File: src/rtl/phy_lane_scheduler_pkg.sv
// Shared constants and state encoding for the PHY lane scheduler.
package phy_lane_scheduler_pkg;

  localparam int LANE_W = 1;
  localparam int DEF_DEPTH = 4;
  localparam int DEF_COM_COUNT = 4;
  localparam logic [7:0] COM_CHAR_DEF = 8'hBC;
  localparam logic [7:0] IDLE_CHAR_DEF = 8'h7C;

  typedef enum logic [1:0] {
    ST_RST  = 2'd0,
    ST_INIT = 2'd1,
    ST_RUN  = 2'd2
  } state_t;

endpackage

File: src/rtl/phy_lane_scheduler_if.sv
// Channel-side and serializer-side signals of the lane scheduler, plus debug taps.
interface phy_lane_scheduler_if
  import phy_lane_scheduler_pkg::*;
#(
  parameter int DEPTH = DEF_DEPTH
);

  // Handshake: a byte is taken at an edge where valid_in_x=1 and full_x=0; with
  // full_x=1 it is dropped and err_x latches. valid_out qualifies data_out and has
  // no backpressure: the serializer consumes one byte every cycle.
  logic [7:0]              data_in_0;
  logic                    valid_in_0;
  logic [7:0]              data_in_1;
  logic                    valid_in_1;
  logic                    full_0;
  logic                    full_1;
  logic                    err_0;
  logic                    err_1;
  logic [7:0]              data_out;
  logic                    valid_out;
  logic [LANE_W-1:0]       lane_out;
  logic                    active_out;
  state_t                  state_dbg;
  logic [$clog2(DEPTH):0]  count_0;
  logic [$clog2(DEPTH):0]  count_1;

  modport master (
    output data_in_0, valid_in_0, data_in_1, valid_in_1,
    input  full_0, full_1, err_0, err_1, data_out, valid_out, lane_out, active_out,
    input  state_dbg, count_0, count_1
  );

  modport slave (
    input  data_in_0, valid_in_0, data_in_1, valid_in_1,
    output full_0, full_1, err_0, err_1, data_out, valid_out, lane_out, active_out,
    output state_dbg, count_0, count_1
  );

endinterface

File: src/rtl/phy_lane_scheduler_lane_fifo.sv
// Per-lane byte FIFO; full/empty derive combinationally from the occupancy count.
module lane_fifo #(
  parameter int DEPTH = 4
) (
  input  logic                   clk,
  input  logic                   reset,
  input  logic                   push,
  input  logic [7:0]             din,
  input  logic                   pop,
  output logic [7:0]             dout,
  output logic                   full,
  output logic                   empty,
  output logic [$clog2(DEPTH):0] count
);

  localparam int AW = $clog2(DEPTH);
  localparam int CW = AW + 1;

  logic [7:0]    mem [DEPTH];
  logic [AW-1:0] wr_ptr;
  logic [AW-1:0] rd_ptr;
  logic          do_push;
  logic          do_pop;

  assign full    = (count == CW'(DEPTH));
  assign empty   = (count == '0);
  assign do_push = push & ~full;
  assign do_pop  = pop & ~empty;
  assign dout    = mem[rd_ptr];

  always_ff @(posedge clk) begin
    if (do_push) mem[wr_ptr] <= din;
  end

  // Pointers wrap naturally because DEPTH is a power of two.
  always_ff @(posedge clk) begin
    if (!reset) begin
      wr_ptr <= '0;
      rd_ptr <= '0;
      count  <= '0;
    end else begin
      if (do_push) wr_ptr <= wr_ptr + 1'b1;
      if (do_pop)  rd_ptr <= rd_ptr + 1'b1;
      case ({do_push, do_pop})
        2'b10:   count <= count + 1'b1;
        2'b01:   count <= count - 1'b1;
        default: count <= count;
      endcase
    end
  end

endmodule

File: src/rtl/phy_lane_scheduler.sv
// Two-lane transmit scheduler: COM startup burst, then round-robin byte merge with IDLE fill.
module phy_lane_scheduler
  import phy_lane_scheduler_pkg::*;
#(
  parameter int         DEPTH     = DEF_DEPTH,
  parameter int         COM_COUNT = DEF_COM_COUNT,
  parameter logic [7:0] COM_CHAR  = COM_CHAR_DEF,
  parameter logic [7:0] IDLE_CHAR = IDLE_CHAR_DEF
) (
  input  logic                  clk_2f,
  input  logic                  reset,
  phy_lane_scheduler_if.slave   bus
);

  localparam int CW = $clog2(DEPTH) + 1;
  localparam int NW = $clog2(COM_COUNT + 1);

  state_t            state;
  logic [NW-1:0]     com_cnt;
  logic              last_grant;
  logic [7:0]        data_out_r;
  logic              valid_out_r;
  logic [LANE_W-1:0] lane_out_r;
  logic              active_r;
  logic              err_0_r;
  logic              err_1_r;

  logic [7:0]        head_0, head_1;
  logic              full_0, full_1, empty_0, empty_1;
  logic [CW-1:0]     count_0, count_1;
  logic              push_0, push_1, pop_0, pop_1, grant_1, run;

  assign push_0  = bus.valid_in_0 & ~full_0;
  assign push_1  = bus.valid_in_1 & ~full_1;
  assign run     = (state == ST_RUN);
  // last_grant=1 means lane 1 went last, so lane 0 wins the next tie.
  assign grant_1 = ~empty_1 & (empty_0 | ~last_grant);
  assign pop_0   = run & ~empty_0 & ~grant_1;
  assign pop_1   = run & grant_1;

  lane_fifo #(.DEPTH(DEPTH)) u_fifo_0 (
    .clk(clk_2f), .reset(reset), .push(push_0), .din(bus.data_in_0), .pop(pop_0),
    .dout(head_0), .full(full_0), .empty(empty_0), .count(count_0)
  );

  lane_fifo #(.DEPTH(DEPTH)) u_fifo_1 (
    .clk(clk_2f), .reset(reset), .push(push_1), .din(bus.data_in_1), .pop(pop_1),
    .dout(head_1), .full(full_1), .empty(empty_1), .count(count_1)
  );

  always_ff @(posedge clk_2f) begin
    if (!reset) begin
      state       <= ST_RST;
      com_cnt     <= '0;
      last_grant  <= 1'b1;
      data_out_r  <= 8'h00;
      valid_out_r <= 1'b0;
      lane_out_r  <= '0;
      active_r    <= 1'b0;
    end else begin
      case (state)
        ST_RST: begin
          state   <= ST_INIT;
          com_cnt <= '0;
        end
        ST_INIT: begin
          data_out_r  <= COM_CHAR;
          valid_out_r <= 1'b0;
          com_cnt     <= com_cnt + 1'b1;
          if (com_cnt == NW'(COM_COUNT - 1)) state <= ST_RUN;
        end
        ST_RUN: begin
          active_r <= 1'b1;
          if (pop_0) begin
            data_out_r  <= head_0;
            valid_out_r <= 1'b1;
            lane_out_r  <= '0;
            last_grant  <= 1'b0;
          end else if (pop_1) begin
            data_out_r  <= head_1;
            valid_out_r <= 1'b1;
            lane_out_r  <= LANE_W'(1);
            last_grant  <= 1'b1;
          end else begin
            data_out_r  <= IDLE_CHAR;
            valid_out_r <= 1'b0;
          end
        end
        default: state <= ST_RST;
      endcase
    end
  end

  always_ff @(posedge clk_2f) begin
    if (!reset) begin
      err_0_r <= 1'b0;
      err_1_r <= 1'b0;
    end else begin
      if (bus.valid_in_0 & full_0) err_0_r <= 1'b1;
      if (bus.valid_in_1 & full_1) err_1_r <= 1'b1;
    end
  end

  assign bus.full_0     = full_0;
  assign bus.full_1     = full_1;
  assign bus.err_0      = err_0_r;
  assign bus.err_1      = err_1_r;
  assign bus.data_out   = data_out_r;
  assign bus.valid_out  = valid_out_r;
  assign bus.lane_out   = lane_out_r;
  assign bus.active_out = active_r;
  assign bus.state_dbg  = state;
  assign bus.count_0    = count_0;
  assign bus.count_1    = count_1;

endmodule
File: src/flat_wrapper.sv
// flat-port wrapper written by rule: the top's interface ports become plain ports
module phy_lane_scheduler_flat import phy_lane_scheduler_pkg::*;
#(
  parameter int         DEPTH     = DEF_DEPTH,
  parameter int         COM_COUNT = DEF_COM_COUNT,
  parameter logic [7:0] COM_CHAR  = COM_CHAR_DEF,
  parameter logic [7:0] IDLE_CHAR = IDLE_CHAR_DEF
)
  (clk_2f, reset, bus_data_in_0, bus_valid_in_0, bus_data_in_1, bus_valid_in_1, bus_full_0, bus_full_1, bus_err_0, bus_err_1, bus_data_out, bus_valid_out, bus_lane_out, bus_active_out, bus_state_dbg, bus_count_0, bus_count_1);
  phy_lane_scheduler_if #(.DEPTH(DEPTH)) bus_i ();
  input  logic clk_2f;
  input  logic reset;
  input wire logic [$bits(bus_i.data_in_0)-1:0] bus_data_in_0;
  input wire logic [$bits(bus_i.valid_in_0)-1:0] bus_valid_in_0;
  input wire logic [$bits(bus_i.data_in_1)-1:0] bus_data_in_1;
  input wire logic [$bits(bus_i.valid_in_1)-1:0] bus_valid_in_1;
  output wire logic [$bits(bus_i.full_0)-1:0] bus_full_0;
  output wire logic [$bits(bus_i.full_1)-1:0] bus_full_1;
  output wire logic [$bits(bus_i.err_0)-1:0] bus_err_0;
  output wire logic [$bits(bus_i.err_1)-1:0] bus_err_1;
  output wire logic [$bits(bus_i.data_out)-1:0] bus_data_out;
  output wire logic [$bits(bus_i.valid_out)-1:0] bus_valid_out;
  output wire logic [$bits(bus_i.lane_out)-1:0] bus_lane_out;
  output wire logic [$bits(bus_i.active_out)-1:0] bus_active_out;
  output wire logic [$bits(bus_i.state_dbg)-1:0] bus_state_dbg;
  output wire logic [$bits(bus_i.count_0)-1:0] bus_count_0;
  output wire logic [$bits(bus_i.count_1)-1:0] bus_count_1;
  assign bus_i.data_in_0 = bus_data_in_0;
  assign bus_i.valid_in_0 = bus_valid_in_0;
  assign bus_i.data_in_1 = bus_data_in_1;
  assign bus_i.valid_in_1 = bus_valid_in_1;
  assign bus_full_0 = bus_i.full_0;
  assign bus_full_1 = bus_i.full_1;
  assign bus_err_0 = bus_i.err_0;
  assign bus_err_1 = bus_i.err_1;
  assign bus_data_out = bus_i.data_out;
  assign bus_valid_out = bus_i.valid_out;
  assign bus_lane_out = bus_i.lane_out;
  assign bus_active_out = bus_i.active_out;
  assign bus_state_dbg = bus_i.state_dbg;
  assign bus_count_0 = bus_i.count_0;
  assign bus_count_1 = bus_i.count_1;
  phy_lane_scheduler #(.DEPTH(DEPTH), .COM_COUNT(COM_COUNT), .COM_CHAR(COM_CHAR), .IDLE_CHAR(IDLE_CHAR)) u_core (.clk_2f(clk_2f), .reset(reset), .bus(bus_i));
endmodule
File: config.mk
export PLATFORM = sky130hd
export DESIGN_NAME = phy_lane_scheduler_flat
export DESIGN_NICKNAME = d
export VERILOG_FILES = /design/src/rtl/phy_lane_scheduler_pkg.sv /design/src/rtl/phy_lane_scheduler_if.sv /design/src/rtl/phy_lane_scheduler_lane_fifo.sv /design/src/rtl/phy_lane_scheduler.sv /design/src/flat_wrapper.sv
export SDC_FILE = /design/constraint.sdc
export NUM_CORES = 1
export LEC_CHECK = 0
export BUFFER_PORTS_ARGS = -buffer_cell sky130_fd_sc_hd__buf_2
export CAP_MARGIN = 30
export CORE_MARGIN = 2
export CORE_UTILIZATION = 55
export DETAILED_ROUTE_END_ITERATION = 10
export PLACE_DENSITY = 0.73
export SLEW_MARGIN = 25
export SYNTH_ARGS = -nofsm -noshare
export SYNTH_HDL_FRONTEND = slang
export SYNTH_SLANG_ARGS = --single-unit
export TNS_END_PERCENT = 50
File: constraint.sdc
create_clock -name clk_2f -period 2.6 [get_ports clk_2f]
set_input_delay 0.52 -clock clk_2f [delete_from_list [all_inputs] [get_ports clk_2f]]
set_output_delay 0.52 -clock clk_2f [all_outputs]
set_load 0.03 [all_outputs]
==> results of run 1 <==
[critical path, delay by kind of cell (launching register included)]
family          cells  cell delay [ps]
buf+inv             3              260
flops               1              330
xor+xnor            1              160
simple gates        1              310
compound gates      3              500
fa+ha+maj           3              780
[per-stage QoR]
stage | power [mW] | hold WS, ps | cells | setup WS [ps] | utilization (%)
floorplan | 2.042 | 509.5 | 268 | 1.189 | -
global placement | 2.133 | 448.3 | 402 | 273.2 | 61.12
detailed placement | 2.144 | 455.1 | 402 | 176.4 | 61.12
CTS | 3.073 | 356.1 | 418 | 135.7 | 63.65
global route | 3.170 | 359.9 | 418 | 39.12 | 63.68
finish | 3.036 | 374.6 | 418 | 174.9 | 63.68
[power groups by stage]
stage / Sequential, mW / Combinational [mW] / Clock (mW)
detailed placement: 1.86 / 0.284 / 0
floorplan: 1.90 / 0.146 / 0
finish: 1.82 / 0.280 / 0.934
CTS: 1.82 / 0.285 / 0.965
global route: 1.83 / 0.311 / 1.03
global placement: 1.86 / 0.277 / 0
[registers in the layout (all words and copies together), names as in the netlist, named ones only]
name and count:
u_core.u_fifo_1.count 3, u_core.u_fifo_0.rd_ptr 2, u_core.bus.active_out 1, u_core.u_fifo_1.rd_ptr 2, u_core.bus.err_1 1, u_core.u_fifo_0.mem 32, u_core.u_fifo_1.wr_ptr 2, u_core.bus.valid_out 1
u_core.bus.data_out 8, u_core.bus.err_0 1, u_core.last_grant 1, u_core.u_fifo_0.wr_ptr 2, u_core.bus.lane_out 1, u_core.bus.state_dbg 2, u_core.u_fifo_0.count 3, u_core.com_cnt 3
u_core.u_fifo_1.mem 32
[worst min-delay path by stage]
stage | from | end | slack, ps
after global routing | bus_data_in_0[1] | u_core.u_fifo_0.mem[2][1] | 360
after CTS | bus_data_in_1[2] | u_core.u_fifo_1.mem[1][2] | 360
after detailed placement | u_core.bus.active_out | u_core.bus.active_out | 460
after global placement | u_core.bus.active_out | u_core.bus.active_out | 450
after floorplan | u_core.last_grant | u_core.last_grant | 510
final | bus_data_in_0[1] | u_core.u_fifo_0.mem[0][1] | 370
[logic make-up after synthesis]
| group | count (synthesis) | synth area share (%) |
|---|---|---|
| AND/OR/NAND/NOR | 51 | 7.610 |
| multiplexers | 19 | 9.536 |
| buffers and inverters | 26 | 2.781 |
| AO/OA/AOI/OAI | 45 | 7.549 |
| flip-flops | 101 | 65.04 |
| adder cells (fa/ha/maj) | 17 | 5.562 |
| XOR/XNOR | 9 | 1.926 |
[area by class of cell]
| type | count | area [um^2] |
|---|---|---|
| fillers | 553 | 2620 |
| well taps | 99 | 123.9 |
| clock inverters | 5 | 51.30 |
| repair buffers | 46 | 240.2 |
| clock buffers | 11 | 131.4 |
| flip-flops and latches | 101 | 2663 |
| multi-input cells | 141 | 1326 |
| inverters | 15 | 58.81 |
[layer usage]
metal	routed length, um	vias to the layer above	part of all wire [%]	track usage (%)
met4	126	0	1.8	8.846
met5	0	-	0	0
met1	3237	1089	47	25.20
li1	-	1080	-	-
met2	3280	47	48	28.70
met3	244	10	3.5	3.255
[Yosys cell counts (3+ instances only)]
library cell and n:
a21boi_0 3, a21oi_1 5, a22oi_1 3, a31oi_1 7, and2_1 18, buf_4 3
clkbuf_1 4, dfxtp_1 37, edfxtp_1 64, ha_1 15, inv_1 13, mux2i_1 3
mux4_2 16, nand2_1 6, nand3_1 3, nor2b_1 12, nor3b_1 3, o21a_1 4
o21ai_0 10, o21ai_1 3, o22ai_1 5, xnor2_1 8
==> results.md, run 1 <==
Run status:
- The flow ran to the end, and the final reports show no timing, DRC or antenna violations.

Synthesis:
- The primary flip-flop cell chosen by synthesis mapping is edfxtp_1.
- Counting flops and latches in the post-synthesis netlist gives ~100.
- The cell type with the largest total area after synthesis is edfxtp_1.
- In this run the mean area of a mapped cell was approximately 15 um^2.
- Of all flip-flops after synthesis, the portion carrying an async set or reset was 0%.
- The unique cell type count in the Yosys netlist is 39.
- For this run, the number of Yosys warnings is 0.
- The cell area after synthesis is slightly above 4000 um^2.
- The synthesized netlist cell count is around 270.
- The number of nets in the synthesized netlist is 305.
- The number of enable-type register cells in the synthesized netlist is between 60 and 70.
- The proportion of synthesized chip area in sequential cells is 65.04%.
- After synthesis, the largest area contributor takes up 46.94% of total cell area.
- After synthesis, the cell types taking the most area are edfxtp_1, dfxtp_1, mux4_2.

Power:
- The share of total power dissipated in combinational logic is 9.2%.
- The total power divided by cell area is 660.8 nW/um^2.
- Net switching is a little under a quarter of the power.
- The worst-case IR drop observed on VDD is around 0.34 mV.
- Summed over all cells, the static leakage comes to 1.655 nW.
- Sequential cells account for between 60% and 70% of the total power.
- The internal power of the cells totals around 2.3 mW.
- The switching power summed over all nets is 706.8 uW.
- The part of the total power dissipated in the clock network is 30.7%.

Drt:
- The number of vias in the routed layout is roughly 2200.
- The post-detailed-route DRC marker count is 0.
- The first TritonRoute pass finished after 4 iterations.
- The detailed router's first-iteration violation count is 85.
- In this run the remaining antenna-violating nets after routing total 0.
- The detailed-route vias per instance is 5.325.
- The post-detailed-routing wire length is roughly 7000 um.
- The routed length per placed instance is approximately 16 um.

Critical path:
- The startpoint identified for the worst register-to-register timing path is u_core.bus.state_dbg[0].
- The worst setup path is captured at a register.
- The critical setup path kind is reg2reg.
- On the worst path, the slowest cell contributes a delay of 380 ps.
- The slowest library cell on the worst path is fa_1.
- Of all nets on the critical path, the largest fanout is 8.
- In this run the critical register-to-register path is captured at u_core.u_fifo_0.count[2].
- The count of cells along the worst register-to-register path is 11.
- The sort of element at the start of the critical path is a register.
- The capturing instance or port of the critical path is u_core.u_fifo_0.count[2].
- Walking the worst path, the cells encountered are inv_1 -> ha_2 -> o31ai_4 -> o21bai_4 -> inv_4 -> ha_1 -> inv_1 -> fa_1 -> xor2_1 -> or3_1 -> a21boi_0.
- The start point of the critical path is u_core.bus.state_dbg[0].
- At the worst endpoint, the required time is 2880 ps.
- The critical path's most frequent cell is inv_1.
- The worst setup slack for register-to-register paths is between 150 and 200 ps.
- Data arrives at the worst endpoint at 2700 ps.

Final layout:
- The number of nets at the end of the flow is 351.
- The number of diodes added for antenna fixing is 0.
- The synthesis-to-layout area growth is 12.23%.
- The fraction of layout instances using a drive strength above 1 is 26.33%.
- The final instance area is 4594 um^2.
- In the layout the commonest cells are edfxtp_1, buf_2, dfxtp_1, and2_1, mux4_2.
- Leaving out fill and tap cells, the most frequent cell in the layout is edfxtp_1.

Timing:
- The worst-case headroom to the max-slew limit is 62.94%.
- The highest clock frequency the design can meet is 0.4124 GHz.
- In the final timing run, aggregate negative setup slack is 0 ps.
- The actual transition at the worst max-transition pin is ~560 ps.
- The max-slew violation total from the final report is 0.
- The fraction of the cycle the final worst path needs is slightly above 90%.
- Setup repair after global routing left no endpoint under its margin.
- On the final layout, the worst clock skew is 13.84 ps.
- The number of hold violations in the final report is 0.
- Counting I/O delays and the setup requirement, the final critical path takes 2425 ps.
- Setup violations remaining at the end of the flow were counted as 0.

Global routing:
- The all-layer global routing usage is 18.35%.
- For this run the aggregate overflow at the end of global routing stands at 0.
- The number of global-route vias before repair is roughly 2300.
- The first global-routing pass estimated 11300 um of wire.
- The number of antenna violations at the first check in global routing is 0.
- The maximum number of pins on one net before global-route repair is 35.

Floorplanning:
- The row count is 31.
- The horizontal die dimension is ~90 um.
- The die height is 90.28 um.
- The count of boundary I/O pins is 43.
- The core region is 7214 um^2.
- The effective utilization at floorplan is 56.75%.
- The die area is 8150 um^2.

Clock network:
- Clock latency on the worst-skew pair, taken at its later pin, is 360 ps.
- The cts-stage hold buffer count is 0.
- Post-CTS repair changed the size of 0 cells.
- TritonCTS built the clock tree.
- After clock tree synthesis, the clock-pin slew on the worst setup and hold paths is 100 ps.
- The cell sitting at the root of the clock tree is a clkbuf_8.
- The clock drives 101 sinks.
- The number of levels the H-tree was split into is 3.
- The longest clock path from root to sink contains 2 buffers.
- The post-CTS repair timing setup buffer count is 0.
- The number of buffers added by the clock tree synthesis step is 9.

Job:
- The number of max-capacitance violations reported is 0.

Placement:
- The HPWL after detailed placement is 4823 um.
- The post-placement cell area is between 4000 and 5000 um^2.
- The quantity of I/O buffers inserted on ports is 42.
- Routability-driven placement finished with a final weighted congestion of between 0.7 and 0.8.

Hold path:
- The path class of the tightest hold or removal check is in2reg.
- Along the worst hold path, the cell count comes to 1.
No activity file was read; power rests on OpenSTA's default activity.
==> inputs of run 2 (changes only) <==
--- a/config.mk
+++ b/config.mk
@@ -7,7 +7,7 @@
 export LEC_CHECK = 0
 export BUFFER_PORTS_ARGS = -buffer_cell sky130_fd_sc_hd__buf_2
 export CAP_MARGIN = 30
-export CORE_MARGIN = 2
+export CORE_MARGIN = 1
 export CORE_UTILIZATION = 55
 export DETAILED_ROUTE_END_ITERATION = 10
 export PLACE_DENSITY = 0.73
==> results.md, run 2 (synthesis results as in run 1) <==
Timing:
- The final-report setup violation count was 0 (unchanged).
- The fraction of the cycle the final worst path needs is 91.21% (-2.1 points).
- The final-layout setup total negative slack came to 0 ps (unchanged).
- The post-route minimum period came to 2371 ps (-53.63 ps).
- The actual transition at the worst max-transition pin is 537.8 ps (-17.36 ps).
- The max-slew violation total from the final report is 0 (unchanged).
- The worst-case headroom to the max-slew limit is 64.09% (+1.2 points).
- The post-route clock skew is 10.93 ps (-2.905 ps).
- Setup repair after global routing left no endpoint under its margin.
- The highest clock frequency the design can meet was 0.4217 GHz (+2.3%).
- The final hold slack was 367.4 ps (-7.152 ps).
- The least setup slack across all paths after layout was 228.6 ps (+53.63 ps).
- The number of hold violations in the final report is 0 (unchanged).

Global routing:
- The global-route wire length before repair is 10610 um (-6.1%).
- The residual overflow from global routing was 0 (unchanged).
- The maximum number of pins on one net before global-route repair is 35 (unchanged).
- The number of antenna violations at the first check in global routing is 0 (unchanged).
- The all-layer global routing usage is 19.25% (+0.90 points).
- The number of global-route vias before repair is 2091 (-7.9%).

Critical path:
- The delay of the slowest cell on the worst path is 380 ps (about the same).
- The slowest library cell on the worst path is fa_1.
- The required time of the worst setup path was 2890 ps (about the same).
- The sum of buffers and inverters on the critical path is 3 (unchanged).
- The top cell family by delay on the critical path is adder cells.
- Walking the worst path, the cells encountered are inv_1 -> ha_4 -> buf_4 -> o31a_1 -> nand2_2 -> inv_2 -> ha_1 -> fa_1 -> xnor2_1 -> or3_1 -> a21boi_0.
- The largest fanout of any net on the critical path is 5 (-3).
- The worst setup path is launched from a register.
- The worst setup path is captured at a register.
- By startpoint and endpoint, the worst setup path is classified as reg2reg.
- The data arrival time of the worst path is 2660 ps (-40 ps).

Power:
- The portion of total power attributed to sequential cells is 61.2% (+1.2 points).
- The part of the total power dissipated in the clock network was 29.5% (-1.2 points).
- The switching power summed over all nets is 737.1 uW (+4.3%).
- The total power divided by cell area is 646.9 nW/um^2 (-2.1%).
- The total leakage power was 1.660 nW (+0.27%).
- The maximum vdd ir drop is 0.3671 mV (+8.5%).
- The total chip power is 2.977 mW (-2.0%).
- The share of total power consumed by net switching is 24.76% (+1.5 points).
- The combinational share of power is 9.3% (about the same).
- The cell-internal power came to 2.240 mW (-3.8%).

Final layout:
- The library cells used most frequently in the layout, excluding fill and tap cells, are edfxtp_1, buf_2, dfxtp_1, and2_1, mux4_2.
- The library cell used most frequently in the layout, excluding fill and tap cells, is edfxtp_1.
- The final-layout fill cell count came to 565 (+2.2%).
- The number of standard cells in the layout, taps in and fillers out is 419 (+0.24%).
- The synthesis-to-layout area growth is 12.41%.
- The fraction of layout instances using a drive strength above 1 came to 27.19% (+0.86 points).
- The number of diodes added for antenna fixing is 0 (unchanged).
- The number of nets at the end of the flow is 352 (+0.28%).

Clock network:
- The clock input transition at the sequential cells of the worst setup and hold paths is 100 ps (about the same).
- The TritonCTS clock tree is done.
- The maximum root-to-sink buffer count is 2 (unchanged).
- The number of levels the H-tree was split into was 3 (unchanged).
- The clock insertion delay at the later pin of the skew report was 360 ps (about the same).
- The number of buffers added by the clock tree synthesis step is 9 (unchanged).
- The post-CTS repair timing setup buffer count is 0 (unchanged).
- The cell sitting at the root of the clock tree is a clkbuf_8.
- The number of clock sinks is 101 (unchanged).

Floorplanning:
- The row count was 31 (unchanged).
- The die area was 7792 um^2 (-4.4%).
- The die height was 88.28 um (-2.2%).
- The horizontal die dimension was 88.28 um (-2.2%).
- The area of the core is 7214 um^2 (unchanged).
- The count of boundary I/O pins was 43 (unchanged).
- The effective utilization at floorplan is 56.75% (unchanged).

Drt:
- The detailed-route vias per instance is 5.289 (-0.69%).
- The wire length on met2 was 3214 um (-2.0%).
- The post-detailed-route count of antenna-violating nets came to 0 (unchanged).
- The post-detailed-route DRC marker count is 0 (unchanged).
- The number of vias in the routed layout came to 2216 (-0.45%).
- The routed length per placed instance came to 16.03 um (-2.7%).
- The wire length on met3 is 282 um (+16%).
- In this run the top signal layer used is met4.
- The post-detailed-routing wire length is 6718 um (-2.5%).
- The detailed router's first-iteration violation count is 99 (+16%).
- The first-pass iteration count of the detailed router was 4 (unchanged).
- The met1 layer wirelength in the final routing was 3110 um (-3.9%).

Placement:
- The quantity of I/O buffers inserted on ports is 42 (unchanged).
- The detailed placement HPWL came to 4718 um (-2.2%).
- The cell count after placement was 403 (+0.25%).
- The worst slack at placement is 170.2 ps (-6.159 ps).
- The final RePlAce weighted congestion came to 0.7114 (-8.0%).

Job:
- The number of max-capacitance violations reported came to 0 (unchanged).

Hold path:
- The worst hold path belongs to the class in2reg.

Run status:
- The run finished with clean final reports.
run 2: worst paths after layout:
kind,start,endpoint,depth (start not counted),slack [ps]
worst min-delay path,bus_data_in_0[1],u_core.u_fifo_0.mem[0][1],1,370
worst min register to register,u_core.bus.data_out[1],u_core.bus.data_out[1],2,470
worst max register to register,u_core.bus.state_dbg[0],u_core.u_fifo_1.count[2],11,230
worst max-delay path,u_core.bus.state_dbg[0],u_core.u_fifo_1.count[2],11,230
run 2: power groups by stage:
| stage | logic, mW | registers (mW) | clock network (mW) |
|---|---|---|---|
| final | 0.278 | 1.82 | 0.877 |
| after global routing | 0.308 | 1.83 | 0.972 |
| after CTS | 0.282 | 1.82 | 0.905 |
| after detailed placement | 0.281 | 1.86 | 0 |
| after global placement | 0.276 | 1.86 | 0 |
| after floorplan | 0.146 | 1.90 | 0 |
run 2: layout make-up:
| type | count | area, um^2 | area share [%] |
|---|---|---|---|
| inverters | 15 | 58.81 | 1.278 |
| multi-input cells | 141 | 1336 | 29.04 |
| clock inverters | 7 | 48.80 | 1.060 |
| flip-flops and latches | 101 | 2663 | 57.86 |
| well taps | 99 | 123.9 | 2.692 |
| clock buffers | 9 | 123.9 | 2.692 |
| repair buffers | 47 | 247.7 | 5.383 |
run 2: what timing repair did:
action	4_1_cts	5_1_grt
hold buffers	0	0
gates resized for setup	0	3
endpoints found under the setup margin	0	2
run 2: metrics by stage:
stage / instance area (um^2) / utilization (%)
finish: 4602 / 63.79
global route: 4602 / 63.79
CTS: 4589 / 63.61
detailed placement: 4417 / 61.22
global placement: 4417 / 61.22
floorplan: 4100 / -
run 2: routing by layer:
metal	GRT usage, %	vias up
li1	-	1083
met1	26.61	1079
met2	28.60	46
met3	5.784	8
met4	8.211	0
met5	0	-
==> inputs of run 3 (changes only) <==
--- a/config.mk
+++ b/config.mk
@@ -10,7 +10,7 @@
 export CORE_MARGIN = 1
 export CORE_UTILIZATION = 55
 export DETAILED_ROUTE_END_ITERATION = 10
-export PLACE_DENSITY = 0.73
+export PLACE_DENSITY = 0.74
 export SLEW_MARGIN = 25
 export SYNTH_ARGS = -nofsm -noshare
 export SYNTH_HDL_FRONTEND = slang
==> results.md, run 3 (synthesis results as in run 1) <==
Run status:
- The run finished with clean final reports.

Drt:
- The number of vias in the routed layout is 2234 (+0.81%).
- The first-pass iteration count of the detailed router is 4 (unchanged).
- The routed length per placed instance is 15.81 um (-1.4%).
- The detailed-route vias per instance was 5.344 (+1.1%).
- The detailed router's first-iteration violation count is 122 (+23%).
- The post-detailed-route DRC marker count was 0 (unchanged).
- The post-detailed-routing wire length came to 6608 um (-1.6%).
- The post-detailed-route count of antenna-violating nets is 0 (unchanged).

Global routing:
- The maximum number of pins on one net before global-route repair came to 35 (unchanged).
- The all-layer global routing usage is 19.07% (-0.18 points).
- The routing usage on met3 was 4.011% (-1.8 points).
- The number of global-route vias before repair was 2109 (+0.86%).
- The fraction of met1 tracks used by global routing was 26.26% (-0.35 points).
- The met2 track demand over resource was 29.44% (+0.84 points).
- The number of antenna violations at the first check in global routing is 0 (unchanged).
- The global-route wire length before repair is 10560 um (-0.45%).
- After global routing, the most crowded layer is met2.
- The residual overflow from global routing is 0 (unchanged).

Critical path:
- The sum of buffers and inverters on the critical path came to 3 (unchanged).
- The path length in cells of the critical path came to 11 (unchanged).
- The count of cells along the worst register-to-register path was 11 (unchanged).
- Tracing the worst setup path back leads to its startpoint at u_core.bus.state_dbg[0].
- The data arrival time of the worst path is 2710 ps (+50 ps).
- STA classifies the critical path startpoint as a register.
- The kind of capture point of the worst setup path is a register.
- The largest individual stage delay along the critical path comes from the cell fa_1.
- The capturing instance or port of the critical path is u_core.u_fifo_0.count[2].
- The worst setup slack for register-to-register paths is 190 ps (-40 ps).
- The critical register-to-register path startpoint is u_core.bus.state_dbg[0].
- The required time of the worst setup path was 2900 ps (about the same).
- Counting stages on the worst path, the most repeated cell is inv_1.
- The terminus of the critical flop-to-flop path is u_core.u_fifo_0.count[2].
- The delay of the slowest cell on the worst path is 370 ps (about the same).
- The largest fanout of any net on the critical path came to 8 (+3).
- The signal on the critical path passes through inv_1 -> ha_4 -> o31ai_4 -> o21bai_4 -> inv_4 -> ha_1 -> inv_1 -> fa_1 -> xor2_1 -> or3_1 -> a21boi_0.
- The top cell family by delay on the critical path is adder cells.
- The setup path with the least slack is of type reg2reg.

Power:
- The maximum vdd ir drop came to 0.4092 mV (+11%).
- The total leakage power is 1.654 nW (-0.33%).
- The total power divided by cell area is 658.8 nW/um^2 (+1.8%).

Placement:
- The quantity of I/O buffers inserted on ports is 42 (unchanged).
- The post-placement cell area is 4409 um^2 (-0.17%).
- The detailed placement HPWL is 4639 um (-1.7%).
- The final RePlAce weighted congestion is 0.7039 (-1.1%).

Timing:
- The final-report setup violation count came to 0 (unchanged).
- The number of hold violations in the final report is 0 (unchanged).
- The final-layout setup total negative slack was 0 ps (unchanged).
- The worst-case headroom to the max-slew limit is 64.70% (+0.61 points).
- The fraction of the cycle the final worst path needs is 92.57% (+1.4 points).
- The highest clock frequency the design can meet is 0.4155 GHz (-1.5%).
- The post-route minimum period is 2407 ps (+35.38 ps).
- The max-slew violation total from the final report is 0 (unchanged).
- Setup repair after global routing left no endpoint under its margin.
- The actual transition at the worst max-transition pin is 528.7 ps (-9.097 ps).
- The post-route clock skew is 12.68 ps (+1.746 ps).

Final layout:
- The area growth from synthesis to layout is 12.62%.
- The number of diodes added for antenna fixing is 0 (unchanged).
- The final-layout fill cell count is 563 (-0.35%).
- The fraction of layout instances using a drive strength above 1 is 27.27% (+0.085 points).
- The leading cell type in the layout, fill and taps excluded is edfxtp_1.
- Leaving out fill and tap cells, the most frequent cells in the layout are edfxtp_1, buf_2, dfxtp_1, and2_1, mux4_2.
- The final instance area is 4611 um^2 (+0.19%).
- The number of nets at the end of the flow is 351 (-0.28%).

Clock network:
- The number of clock sinks is 101 (unchanged).
- The maximum root-to-sink buffer count came to 2 (unchanged).
- The clock input transition at the sequential cells of the worst setup and hold paths came to 110 ps (about the same).
- The TritonCTS clock tree is done.
- The clock tree root buffer cell is clkbuf_8.
- The number of levels the H-tree was split into is 3 (unchanged).
- The clock insertion delay at the later pin of the skew report is 370 ps (about the same).
- The number of buffers added by the clock tree synthesis step was 9 (unchanged).
- The cts-stage hold buffer count is 0 (unchanged).

Floorplanning:
- The die area came to 7792 um^2 (unchanged).
- The die height is 88.28 um (unchanged).
- The effective utilization at floorplan came to 56.75% (unchanged).
- The area of the core is 7214 um^2 (unchanged).
- The row count was 31 (unchanged).
- The horizontal die dimension is 88.28 um (unchanged).
- The count of boundary I/O pins is 43 (unchanged).

Hold path:
- The startpoint of the worst hold path is bus_data_in_0[1].
- The tightest min-delay check is of the in2reg type.

Job:
- The number of max-capacitance violations reported was 0 (unchanged).
## run 3: changes by cell type in the layout (fill, tap and decap cells not counted), sizes merged
cell	previous run	this run
clkinvlp	1	3
clkinv	4	0
buf	47	46
inv	17	19
## run 3: worst min path at each step
stage,to,cells after the start
detailed placement,u_core.bus.active_out,1
global route,u_core.u_fifo_1.mem[2][0],1
finish,u_core.u_fifo_0.mem[1][1],1
floorplan,u_core.last_grant,2
CTS,u_core.u_fifo_1.mem[3][6],1
global placement,u_core.bus.data_out[6],2
## run 3: cell type report
type | count | area, um^2 | area share, %
clock buffers | 9 | 123.9 | 2.687
clock inverters | 7 | 65.06 | 1.411
inverters | 15 | 58.81 | 1.275
multi-input cells | 141 | 1336 | 28.98
flip-flops and latches | 101 | 2663 | 57.75
well taps | 99 | 123.9 | 2.687
repair buffers | 46 | 240.2 | 5.210
## run 3: per-layer routing
layer,routed length (um),vias to the layer above
li1,-,1082
met1,3004,1094
met2,3219,46
met3,252,12
met4,132,0
met5,0,-
## run 3: report_power, final
part | internal [mW] | switching (mW)
combinational | 0.102 | 0.169
clock | 0.371 | 0.571
sequential | 1.78 | 0.0403
total | 2.26 | 0.780
## run 3: per-stage QoR
stage / total power [mW] / cells / util, % / hold WS [ps] / setup slack [ps]
after global routing: 3.150 / 418 / 63.91 / 358.1 / 18.80
after floorplan: 2.042 / 268 / - / 509.5 / 1.189
after detailed placement: 2.138 / 402 / 61.12 / 451.3 / 128.5
after CTS: 3.062 / 418 / 63.74 / 344.6 / 91.55
final: 3.038 / 418 / 63.91 / 363.6 / 193.2
after global placement: 2.129 / 402 / 61.12 / 443.9 / 208.9
## run 3: repair_timing
item / in CTS / in global routing
buffers inserted: 0 / 0
resized for setup: 0 / 2
setup endpoints to repair: 0 / 1
